`src/rtl/game_flow_ctrl.sv`:
```
// rtl/game_flow_ctrl.sv - game-flow sequencer driving one-hot overlay screen selects
//
// Purpose: tracks the game screen (menu, playing, level done, game over, game win),
// the current level and remaining lives, and qualifies the fire button so that a held
// press never skips a screen.
// Optional feature: define GAME_FLOW_ATTRACT_EN to return from an end screen to the
// menu after ATTRACT_FRAMES idle frames.
//
// Ports:
//   clk_i             system/pixel clock
//   reset_i           synchronous active-high reset
//   frame_tick_i      one-cycle pulse per video frame
//   shoot_i           fire button level (already synchronized)
//   player_hit_i      one-cycle pulse, player loses a life
//   level_cleared_i   one-cycle pulse, all enemies of the level gone
//   is_*_o            registered one-hot screen selects
//   level_o           current level index, 0-based
//   lives_o           remaining lives
//   level_start_o     one-cycle pulse, playfield (re)initializes the level
//   game_reset_o      one-cycle pulse, score and playfield full reset
module game_flow_ctrl #(
  parameter int NUM_LEVELS     = 4,
  parameter int START_LIVES    = 3,
  parameter int HOLDOFF_FRAMES = 30,
  parameter int ATTRACT_FRAMES = 600,
  localparam int LW = (NUM_LEVELS > 1) ? $clog2(NUM_LEVELS) : 1,
  localparam int VW = $clog2(START_LIVES + 1)
) (
  input  logic          clk_i,
  input  logic          reset_i,
  input  logic          frame_tick_i,
  input  logic          shoot_i,
  input  logic          player_hit_i,
  input  logic          level_cleared_i,
  output logic          is_menu_o,
  output logic          is_playing_o,
  output logic          is_level_done_o,
  output logic          is_game_over_o,
  output logic          is_game_win_o,
  output logic [LW-1:0] level_o,
  output logic [VW-1:0] lives_o,
  output logic          level_start_o,
  output logic          game_reset_o
);

  localparam int HW = (HOLDOFF_FRAMES > 0) ? $clog2(HOLDOFF_FRAMES + 1) : 1;

  // One-hot encoding so each screen select is a flop output with no decode logic.
  typedef enum logic [4:0] {
    MENU       = 5'b00001,
    PLAYING    = 5'b00010,
    LEVEL_DONE = 5'b00100,
    GAME_OVER  = 5'b01000,
    GAME_WIN   = 5'b10000
  } state_t;

  state_t        state, next_state;
  logic [LW-1:0] level, next_level;
  logic [VW-1:0] lives, next_lives;
  logic [HW-1:0] holdoff;
  logic          shoot_q;
  logic          level_start, next_level_start;
  logic          game_reset, next_game_reset;
  logic          press;
  logic          attract_expire;

  // Rising edge only, and only once the screen's holdoff has run out; the pre-decrement
  // holdoff value is used so the press lands strictly after the last ignored frame.
  assign press = shoot_i && !shoot_q && (holdoff == '0);

`ifdef GAME_FLOW_ATTRACT_EN
  localparam int IW = (ATTRACT_FRAMES > 0) ? $clog2(ATTRACT_FRAMES + 1) : 1;
  logic [IW-1:0] idle;

  always_ff @(posedge clk_i) begin
    if (reset_i || (next_state != state)) begin
      idle <= '0;
    end else if (frame_tick_i && (idle != IW'(ATTRACT_FRAMES))) begin
      idle <= idle + IW'(1);
    end
  end

  // Fires on the frame tick that brings the idle count to ATTRACT_FRAMES.
  assign attract_expire = frame_tick_i && (idle == IW'(ATTRACT_FRAMES - 1));
`else
  assign attract_expire = 1'b0;
`endif

  always_comb begin
    next_state       = state;
    next_level       = level;
    next_lives       = lives;
    next_level_start = 1'b0;
    next_game_reset  = 1'b0;
    unique case (state)
      MENU: begin
        if (press) begin
          next_state       = PLAYING;
          next_level       = '0;
          next_lives       = VW'(START_LIVES);
          next_level_start = 1'b1;
          next_game_reset  = 1'b1;
        end
      end
      PLAYING: begin
        // Hit is resolved first; a fatal hit swallows a simultaneous clear.
        if (player_hit_i && (lives <= VW'(1))) begin
          next_lives = '0;
          next_state = GAME_OVER;
        end else begin
          if (player_hit_i) begin
            next_lives = lives - VW'(1);
          end
          if (level_cleared_i) begin
            next_state = (level == LW'(NUM_LEVELS - 1)) ? GAME_WIN : LEVEL_DONE;
          end
        end
      end
      LEVEL_DONE: begin
        if (press) begin
          next_state       = PLAYING;
          next_level       = (level == LW'(NUM_LEVELS - 1)) ? level : level + LW'(1);
          next_level_start = 1'b1;
        end
      end
      GAME_OVER, GAME_WIN: begin
        // Level and lives are kept for display until the next game start.
        if (press || attract_expire) begin
          next_state = MENU;
        end
      end
      default: next_state = MENU;
    endcase
  end

  always_ff @(posedge clk_i) begin
    if (reset_i) begin
      state       <= MENU;
      level       <= '0;
      lives       <= '0;
      holdoff     <= HW'(HOLDOFF_FRAMES);
      shoot_q     <= 1'b1;  // a button held through reset must not count as a press
      level_start <= 1'b0;
      game_reset  <= 1'b0;
    end else begin
      state       <= next_state;
      level       <= next_level;
      lives       <= next_lives;
      shoot_q     <= shoot_i;
      level_start <= next_level_start;
      game_reset  <= next_game_reset;
      if (next_state != state) begin
        holdoff <= HW'(HOLDOFF_FRAMES);
      end else if (frame_tick_i && (holdoff != '0)) begin
        holdoff <= holdoff - HW'(1);
      end
    end
  end

  assign is_menu_o       = state[0];
  assign is_playing_o    = state[1];
  assign is_level_done_o = state[2];
  assign is_game_over_o  = state[3];
  assign is_game_win_o   = state[4];
  assign level_o         = level;
  assign lives_o         = lives;
  assign level_start_o   = level_start;
  assign game_reset_o    = game_reset;

endmodule

```
`config.mk`:
```
export PLATFORM = sky130hd
export DESIGN_NAME = game_flow_ctrl
export DESIGN_NICKNAME = d
export VERILOG_FILES = /design/src/rtl/game_flow_ctrl.sv
export SDC_FILE = /design/constraint.sdc
export NUM_CORES = 1
export LEC_CHECK = 0
export ABC_CLOCK_PERIOD_IN_PS = 3050
export CAP_MARGIN = 20
export CORE_UTILIZATION = 51
export DETAILED_ROUTE_END_ITERATION = 10
export PLACE_DENSITY_LB_ADDON = 0.1
export SYNTH_ARGS = -nofsm -noshare
export SYNTH_HDL_FRONTEND = slang
export SYNTH_SLANG_ARGS = --single-unit
```
`constraint.sdc`:
```
create_clock -name clk_i -period 3.05 [get_ports clk_i]
set_input_delay 0.61 -clock clk_i [delete_from_list [all_inputs] [get_ports clk_i]]
set_output_delay 0.61 -clock clk_i [all_outputs]
set_load 0.02 [all_outputs]
```
==> impl_metrics.csv <==
group,metric,value,unit
die,initial_core_util,54.42,%
yosys,synth.distinct_cells,40,
yosys,syn_area,939.7,sq um
hold_path,min_path_type,"flop to flop",
grt,grt.overflow.total,0,
detailed_routing,wl,1936,microns
yosys,synth_top_cell_area_share,36.22,%
status,status,"finished clean",
yosys,synth_area_per_cell,8.700,sq um
timing,tns,0,ps
clock_tree,clk_latency,290,ps
grt,grt_pass1_vias,745,
grt,met1_usage,30.40,%
critical_path,crit_path_cell_trace,"clkdlybuf4s50_1",
clock_tree,cts_tree,"built",
yosys,ys_seq_area_share,36.22,%
pwr,fin_total_pwr,383.5,uW
die,ioPinCount,17,
timing,hold_violations,0,
clock_tree,root_buffer,"clkbuf_4",
layout,final_layout_size_suffix_gt1_share,6.452,%
detailed_routing,viasPerCell,5.752,
clock_tree,cts_made_buffers,3,
clock_tree,clockBufferDepth,2,
pwr,vdd_drop_max,0.0002223,V
detailed_routing,wl_per_cell,12.99,microns
layout,nets,135,
grt,grt-busiest-layer,"met2",
timing,rsz0062_at_grt,"false",
yosys,synth_cells,108,
pwr,p_per_area,338.3,nW/um^2
timing,slew_headroom,69.18,%
yosys,yosys.area.top_type,"dfxtp_1",
detailed_routing,drc_errors,0,
placed_design,place_congestion,0.8500,
timing,fin_crit,2219,ps
timing,min_period_over_period,72.76,%
grt,grt_antenna_before_repair,0,
die,fp.dieArea,2018,sq um
grt,grt_use_met3,4.000,%
yosys,synthFlopType,"dfxtp_1",
timing,worst_clock_skew,5.788,ps
critical_path,crit_type,"flop to primary output",
yosys,synth_commonest_cells,"17 x dfxtp_1, 10 x nor2_1, 8 x a21oi_1, 7 x nand2_1, 7 x nand3_1",
detailed_routing,vias,857,
critical_path,cp_data_arrival_time,1610,ps
die,chipHeight,44.93,microns
pwr,power.leakage,0.4076,nW
yosys,syn-num-nets,118,
placed_design,numPortBuffers,16,
clock_tree,cts_resized,0,
clock_tree,h-tree-depth,1,
critical_path,critical-path-slowest-cell,"clkdlybuf4s50_1",
clock_tree,clk_pin_slew,100,ps
placed_design,place_hpwl,1427,microns
detailed_routing,drtPass1Iterations,4,
run,cap_violations,0,
die,coreArea,1727,sq um
layout,antenna_cells,0,
die,die_w,44.93,microns
die,fp-row-count,15,
layout,area_growth,20.64,%
yosys,yosysMostFrequentCell,"dfxtp_1",
grt,grt_max_degree,13,
critical_path,required,2440,ps
clock_tree,post_cts_buffers,0,
layout,fin_area,1134,sq um
critical_path,cp_slowest_stage_delay,690,ps
critical_path,cp_top_family,"buffers and inverters",
yosys,postSynth.asyncResetShare,0,%
critical_path,endpoint_kind,"primary output",
detailed_routing,initialDrtViolationCount,12,
timing,tightest_slew,457.5,ps
clock_tree,cts_sinks,17,
critical_path,startpoint_type,"flop",
timing,fmax,450.6,MHz
yosys,yosys_warnings,0,
critical_path,worst-path-buf-inv,1,
placed_design,place_area,1107,sq um
yosys,ys_top_cells_by_area,"dfxtp_1 36%, ha_1 5.3%, a21oi_1 4.3%, nor2_1 4.0%, nand3_1 3.7%",
grt,grtUsageMet2,32.17,%
yosys,ys_ff_latch,17,
timing,drv_slew,0,
timing,setup_violations,0,
grt,grt_pass1_wl,3194,microns
critical_path,crit_fanout,12,
grt,grt_usage,21.29,%
detailed_routing,ant_nets,0,
clock_tree,holdBufCountCts,0,
yosys,synth_edf_count,0,
cell families (layout without fill, tap and decap cells):
family | after synthesis | after routing | share of synthesized area (%)
and+or+nand+nor | 46 | 46 | 27.56
AOI/OAI and AO/OA | 24 | 24 | 19.31
DFF | 17 | 17 | 36.22
buffers and inverters | 10 | 26 | 4.926
xor gates and xnor gates | 6 | 6 | 5.594
adders and majority gates | 4 | 4 | 5.326
muxes | 1 | 1 | 1.065
worst register-to-register path, stage by stage, from the launching register on:
cell       delay, ps
dfxtp_1          350
inv_1             80
ha_1             150
or4b_1           540
nand4bb_1        340
a32oi_1          340
a2111oi_4        120
and3_1           210
per-layer routing:
| metal | vias to the layer above | routed length, microns | share of wire, % |
|---|---|---|---|
| met2 | 30 | 901 | 47 |
| met4 | 0 | 29 | 1.5 |
| li1 | 426 | - | - |
| met5 | - | 0 | 0 |
| met1 | 396 | 918 | 47 |
| met3 | 5 | 88 | 4.5 |
through the flow:
stage | util (%) | setup WS [ps] | hold WS, ps | cells
2_1_floorplan | - | 1088 | 457.3 | 108
3_3_place_gp | 64.13 | 809.2 | 475.9 | 145
3_5_place_dp | 64.13 | 732.7 | 498.9 | 145
4_1_cts | 65.65 | 828.4 | 522.9 | 149
5_1_grt | 65.65 | 694.3 | 548.3 | 149
6_report | 65.65 | 830.9 | 519.9 | 149
state kept, by name (all words and copies together), names as in the netlist:
register / cells
level_o: 2
game_reset_o: 1
state: 5
holdoff: 5
level_start_o: 1
lives_o: 2
shoot_q: 1
cell type report:
type	count	area, sq um
clock buffer	4	26.28
fill	142	593.1
inverter	6	22.52
multi-input combinational	81	553.0
sequential	17	340.3
tap	25	31.28
timing repair buffer	16	160.2
worst paths after layout:
kind | startpoint | endpoint | slack [ps] | cells past startpoint
min reg2reg | holdoff[1] | holdoff[1] | 520 | 2
min | holdoff[1] | holdoff[1] | 520 | 2
max | state[2] | is_level_done_o | 830 | 1
max reg2reg | holdoff[0] | holdoff[0] | 830 | 7
cell usage in the layout, fill, tap and decap left out, types with 2 or more instances in the layout:
cell type	count
nand2_1	7
a21oi_1	8
nor4_1	2
and3_1	2
ha_1	4
nand4_1	2
dfxtp_1	17
xor2_1	3
o31a_1	2
nor3_1	4
nand3_1	7
or2_2	2
nor2_1	10
xnor2_1	3
inv_1	6
clkbuf_4	3
o21ai_0	3
nor3b_1	2
clkdlybuf4s50_1	16
report_power, final:
| group | switching, mW | total [mW] | internal [mW] |
|---|---|---|---|
| logic | 0.0157 | 0.0311 | 0.0153 |
| registers | 0.00378 | 0.230 | 0.227 |
| clock network | 0.0712 | 0.122 | 0.0509 |
Power figures use the tool's default switching activity.
